File: config.mk
export PLATFORM = sky130hd
export DESIGN_NAME = reg_file
export DESIGN_NICKNAME = d
export VERILOG_FILES = /design/src/rtl/rv_pkg.sv /design/src/rtl/reg_file_rdport.sv /design/src/rtl/reg_file.sv
export SDC_FILE = /design/constraint.sdc
export NUM_CORES = 2
export LEC_CHECK = 0
export ABC_AREA = 1
export BUFFER_PORTS_ARGS = -buffer_cell sky130_fd_sc_hd__buf_4
export CAP_MARGIN = 40
export CORE_UTILIZATION = 30
export DETAILED_ROUTE_END_ITERATION = 8
export PLACE_DENSITY = 0.41
export SYNTH_ARGS = -nofsm -noshare
export SYNTH_HDL_FRONTEND = slang
export SYNTH_HIERARCHICAL = 1
export SYNTH_SLANG_ARGS = --single-unit
export TNS_END_PERCENT = 1
File: constraint.sdc
create_clock -name clk -period 3.6 [get_ports clk]
set_input_delay 0.36 -clock clk [delete_from_list [all_inputs] [get_ports clk]]
set_output_delay 0.36 -clock clk [all_outputs]
set_load 0.01 [all_outputs]
File: src/rtl/rv_pkg.sv
// +----------------------------------------------------------------------+
// | rv_pkg : shared RISC-V integer register file dimensions              |
// | Revision: 1.0                                                        |
// +----------------------------------------------------------------------+
`default_nettype none

package rv_pkg;

   localparam int DATA_W   = 32;
   localparam int ADDR_W   = 5;
   localparam int NUM_REGS = 2 ** ADDR_W;

endpackage : rv_pkg

`default_nettype wire

File: src/rtl/reg_file_rdport.sv
// +----------------------------------------------------------------------+
// | reg_file_rdport : read-port select (x0 zeroing + write forwarding)   |
// | Revision: 1.0                                                        |
// +----------------------------------------------------------------------+
`default_nettype none

module reg_file_rdport #(
   parameter int DATA_W = rv_pkg::DATA_W,
   parameter int ADDR_W = rv_pkg::ADDR_W,
   parameter int BYPASS = 1
) (
   input  logic [ADDR_W-1:0] raddr,
   input  logic [DATA_W-1:0] stored,
   input  logic              fwd_en,
   input  logic [ADDR_W-1:0] waddr,
   input  logic [DATA_W-1:0] wdata,
   output logic [DATA_W-1:0] rdata
);

   localparam bit C_BYPASS_EN = (BYPASS != 0);

   // x0 wins over forwarding; fwd_en already excludes reset and x0 writes.
   always_comb begin
      rdata = stored;
      if (raddr == '0) begin
         rdata = '0;
      end else if (C_BYPASS_EN && fwd_en && (raddr == waddr)) begin
         rdata = wdata;
      end
   end

endmodule : reg_file_rdport

`default_nettype wire

File: src/rtl/reg_file.sv
// +----------------------------------------------------------------------+
// | reg_file : 2**ADDR_W x DATA_W register file, 2 comb reads, 1 write  |
// | Revision: 1.0                                                        |
// +----------------------------------------------------------------------+
`default_nettype none

module reg_file #(
   parameter int DATA_W = rv_pkg::DATA_W,
   parameter int ADDR_W = rv_pkg::ADDR_W,
   parameter int BYPASS = 1
) (
   input  logic              clk,
   input  logic              rst,
   input  logic              wren,
   input  logic [DATA_W-1:0] wd,
   input  logic [ADDR_W-1:0] rr1,
   input  logic [ADDR_W-1:0] rr2,
   input  logic [ADDR_W-1:0] wr,
   output logic [DATA_W-1:0] rd1,
   output logic [DATA_W-1:0] rd2
);

   localparam int C_DEPTH = 2 ** ADDR_W;

   logic [DATA_W-1:0] r_regs [C_DEPTH];
   logic              w_wr_en;
   logic              w_fwd_en;

   assign w_wr_en  = wren && (wr != '0);
   assign w_fwd_en = w_wr_en && !rst;

   // Flop array so reads stay combinational; x0 is cleared by reset and never written.
   always_ff @(posedge clk) begin
      if (rst) begin
         for (int i = 0; i < C_DEPTH; i++) begin
            r_regs[i] <= '0;
         end
      end else if (w_wr_en) begin
         r_regs[wr] <= wd;
      end
   end

   reg_file_rdport #(
      .DATA_W (DATA_W),
      .ADDR_W (ADDR_W),
      .BYPASS (BYPASS)
   ) u_rdport1 (
      .raddr  (rr1),
      .stored (r_regs[rr1]),
      .fwd_en (w_fwd_en),
      .waddr  (wr),
      .wdata  (wd),
      .rdata  (rd1)
   );

   reg_file_rdport #(
      .DATA_W (DATA_W),
      .ADDR_W (ADDR_W),
      .BYPASS (BYPASS)
   ) u_rdport2 (
      .raddr  (rr2),
      .stored (r_regs[rr2]),
      .fwd_en (w_fwd_en),
      .waddr  (wr),
      .wdata  (wd),
      .rdata  (rd2)
   );

endmodule : reg_file

`default_nettype wire

==> results_tabular.tex <==
\begin{tabular}{lr}
\hline
Metric & Value \\
\hline
\multicolumn{2}{l}{\textbf{Run status}} \\
\quad Status & finished, final reports clean \\
\multicolumn{2}{l}{\textbf{Die}} \\
\quad Die outline height & 440.7 µm \\
\quad Die extent in x & 440.7 µm \\
\quad Standard cell core area & 190,600 µm² \\
\quad Row count & 160 \\
\quad Initial Util & 0.3030 \\
\quad Overall die area & 194,200 µm² \\
\quad Io pins & 114 \\
\multicolumn{2}{l}{\textbf{GRT}} \\
\quad First-pass GRT wire length & 380,800 µm \\
\quad Maximum number of pins on one net before global-route repair & around 110 \\
\quad Remaining global-route overflow & 0 \\
\quad Number of global-route vias before repair & 52,210 \\
\quad Number of antenna violations at the first check in global routing & 4 \\
\quad Global-route usage over all layers & 0.2727 \\
\multicolumn{2}{l}{\textbf{Pwr}} \\
\quad Leakage power total & 0.02847 µW \\
\quad Peak supply drop & 370.2 µV \\
\quad Overall power & 31,760 µW \\
\quad Ratio of total power to cell area & 476.9 nW/µm² \\
\multicolumn{2}{l}{\textbf{Route}} \\
\quad DRC & 0 \\
\quad Via density per instance & 5.346 \\
\quad Via count & 53,980 \\
\quad ANT nets after route & 0 \\
\quad Drt wl/cell & 26.69 µm \\
\quad Number of detailed-route iterations in the first pass & 6 \\
\quad Sum of routed wire length over all layers & 269,500 µm \\
\quad Drt first-iter violations & roughly 6,300 \\
\multicolumn{2}{l}{\textbf{Timing}} \\
\quad Unrepaired setup endpoints after global routing & false \\
\quad Final count of negative-setup-slack endpoints & 0 \\
\quad Worst relative slew slack & 0.3948 \\
\quad Slew at the pin closest to its max-slew limit & 0.9008 ns \\
\quad Final hold violation count & 0 \\
\quad Ratio of final minimum period to clock period & 0.9265 \\
\quad Tmin final & between 3 and 4 ns \\
\quad Total negative setup slack & 0 ns \\
\quad Max Clock Freq & 299.8 MHz \\
\quad Max-slew violation count & 0 \\
\multicolumn{2}{l}{\textbf{Clock tree}} \\
\quad Num CTS Buffers & 130 \\
\quad Clock tree from TritonCTS & built \\
\quad Resize count post-CTS & 0 \\
\quad Buffers inserted by post-CTS timing repair & 0 \\
\quad Clock Pin Slew Worst Setup and Hold Paths & around 0.060 ns \\
\quad Max H-tree Level & 4 \\
\quad Number of clock sinks & 1,024 \\
\quad Number of buffers on the longest clock path & 3 \\
\quad Root buffer selected by CTS & clkbuf\_16 \\
\multicolumn{2}{l}{\textbf{Logic synthesis}} \\
\quad Mean instance size in the synthesized netlist & approximately 7.6 µm² \\
\quad Share of synthesized area occupied by flip-flops and latches & 0.5325 \\
\quad Cell variety after synth & 16 \\
\quad Top cells by area in the synthesized netlist & edfxtp\_1, nand2\_1, nand3\_1 \\
\quad Total number of yosys warnings & 6 \\
\quad Count of state elements after synthesis & approximately 1,000 \\
\quad Share of the synthesized area in the top cell type & 0.5325 \\
\quad Post-synthesis instance area & 57,740 µm² \\
\quad Synthesized instance count & 7,592 \\
\quad Yosys top cell by area & edfxtp\_1 \\
\multicolumn{2}{l}{\textbf{Setup path}} \\
\quad Largest incremental delay on the critical path & 0.53 ns \\
\quad Biggest fanout along the worst timing path & 23 \\
\quad Crit path launch & rst \\
\quad CP Buf/Inv Count & 6 \\
\quad CP required & 3.24 ns \\
\quad Critical Setup Path Class & in2out \\
\quad Standard cell with the maximum stage delay on the critical path & dlygate4sd3\_1 \\
\quad Cell class contributing the biggest share of worst-path delay & buffers and inverters \\
\quad Series of cell instances along the critical path & dlygate4sd3\_1 > buf\_4 > clkinv\_1 > nand3\_1 > inv\_1 > nand2\_1 > nor2\_2 > nand3\_4 > buf\_4 > nand2\_1 > nand2\_1 > nor2\_1 > buf\_4 \\
\quad Kind of capture point of the worst setup path & output port \\
\quad Critical Path Start Type & input pin \\
\quad Depth of the critical timing path with buffers and inverters included & 13 \\
\quad Last element of the critical path & rd1[10] \\
\quad CP arrival & 2.98 ns \\
\multicolumn{2}{l}{\textbf{Finish}} \\
\quad Area overhead of the layout relative to synthesis & 15.32\% \\
\quad Register with the most flip-flops & r\_regs \\
\quad Share of post-route cells with drive strength above 1 & 0.08397 \\
\quad Diodes inserted & 0 \\
\quad Biggest registers after layout & r\_regs (1024) \\
\quad Max FFs per register & 1,024 \\
\quad Net count, final & 7,540 \\
\quad Cell area after layout & $\sim$67,000 µm² \\
\multicolumn{2}{l}{\textbf{Placement}} \\
\quad Routability congestion estimate & about 0.85 \\
\quad Post-detailed-placement half-perimeter wirelength & 156,100 µm \\
\quad I/O Buffers & 113 \\
\quad Placed standard-cell area & 62,550 µm² \\
\multicolumn{2}{l}{\textbf{Hold path}} \\
\quad Type of the worst min-delay path & in2reg \\
\multicolumn{2}{l}{\textbf{Job}} \\
\quad MaxCap Viol Count & 0 \\
\hline
\end{tabular}
[cells in the final DEF (no fill, tap or decap), types with 41 or more instances in the layout]
cell type / count
clkinv_1: 41
nand2_2: 62
nor2_1: 1122
buf_12: 90
buf_4: 279
nand3_1: 1538
clkbuf_16: 136
inv_1: 110
edfxtp_1: 1024
nand2_1: 3039
[cells in the mapped netlist, drive strengths merged]
cell / n
edfxtp: 1024
clkinv: 1
nand2: 3101
nor2: 1128
nand3: 1542
nand4: 3
conb: 1
buf: 308
clkbuf: 339
nor3: 9
inv: 136
[kinds of logic after synthesis]
logic type | after synthesis | synth area share
buffers and inverters | 784 | 0.05703
AND/OR/NAND/NOR | 5783 | 0.4104
flip-flops | 1024 | 0.5325
other | 1 | 0.00006494
[worst min-delay path by stage]
stage,startpoint,to,slack [ns],cells after the start
finish,wd[23],r_regs[27][23]$_SDFFCE_PN0P_,0.12,3
global route,wd[23],r_regs[25][23]$_SDFFCE_PN0P_,0.13,3
CTS,wd[23],r_regs[27][23]$_SDFFCE_PN0P_,0.06,3
detailed placement,rst,r_regs[0][10]$_SDFFCE_PN0P_,0.82,2
global placement,wd[10],r_regs[2][10]$_SDFFCE_PN0P_,1.00,4
floorplan,wd[31],r_regs[1][31]$_SDFFCE_PN0P_,0.60,2
[power by group]
group / leakage (µW) / switching (µW) / internal [µW]
Clock: 0.00196 / 5470 / 7320
Sequential: 0.00975 / 340 / 13800
Combinational: 0.0168 / 3480 / 1360
Total: 0.0285 / 9290 / 22500
[cell type report]
type / instances / area (µm²)
Inverter: 137 / 556.8
Fill cell: 19800 / 124000
Clock buffer: 166 / 3516
Clock inverter: 62 / 509.2
Timing Repair Buffer: 382 / 4131
Multi-Input combinational cell: 5815 / 23980
Sequential cell: 1024 / 30750
Tap cell: 2511 / 3142
[metrics by stage]
stage / utilization / setup WS [ns] / hold WS (ns) / cells
after CTS: 0.3494 / 0.2409 / 0.06307 / 10100
after global routing: 0.3494 / 0.1026 / 0.1306 / 10100
after detailed placement: 0.3282 / 0.4350 / 0.8196 / 9868
after floorplan: - / 1.281 / 0.5990 / 7623
final: 0.3494 / 0.2646 / 0.1172 / 10100
after global placement: 0.3275 / 0.4351 / 1.002 / 9862
[routing by layer]
metal  GRT usage  vias to the layer above  wire length [µm]  part of all wire
li1            -                    24540                 -                 -
met5           0                        -                 7          0.000026
met4      0.1189                        2             11890             0.044
met3     0.03739                      584             18610             0.069
met1      0.3590                    26400            113100              0.42
met2      0.4458                     2450            125900              0.47
[repair_timing]
action | in CTS | in global routing
setup endpoints to repair | 0 | 0
hold buffers | 1 | 0
hold endpoints to repair | 4 | 0
No activity file was read; power rests on OpenSTA's default activity.
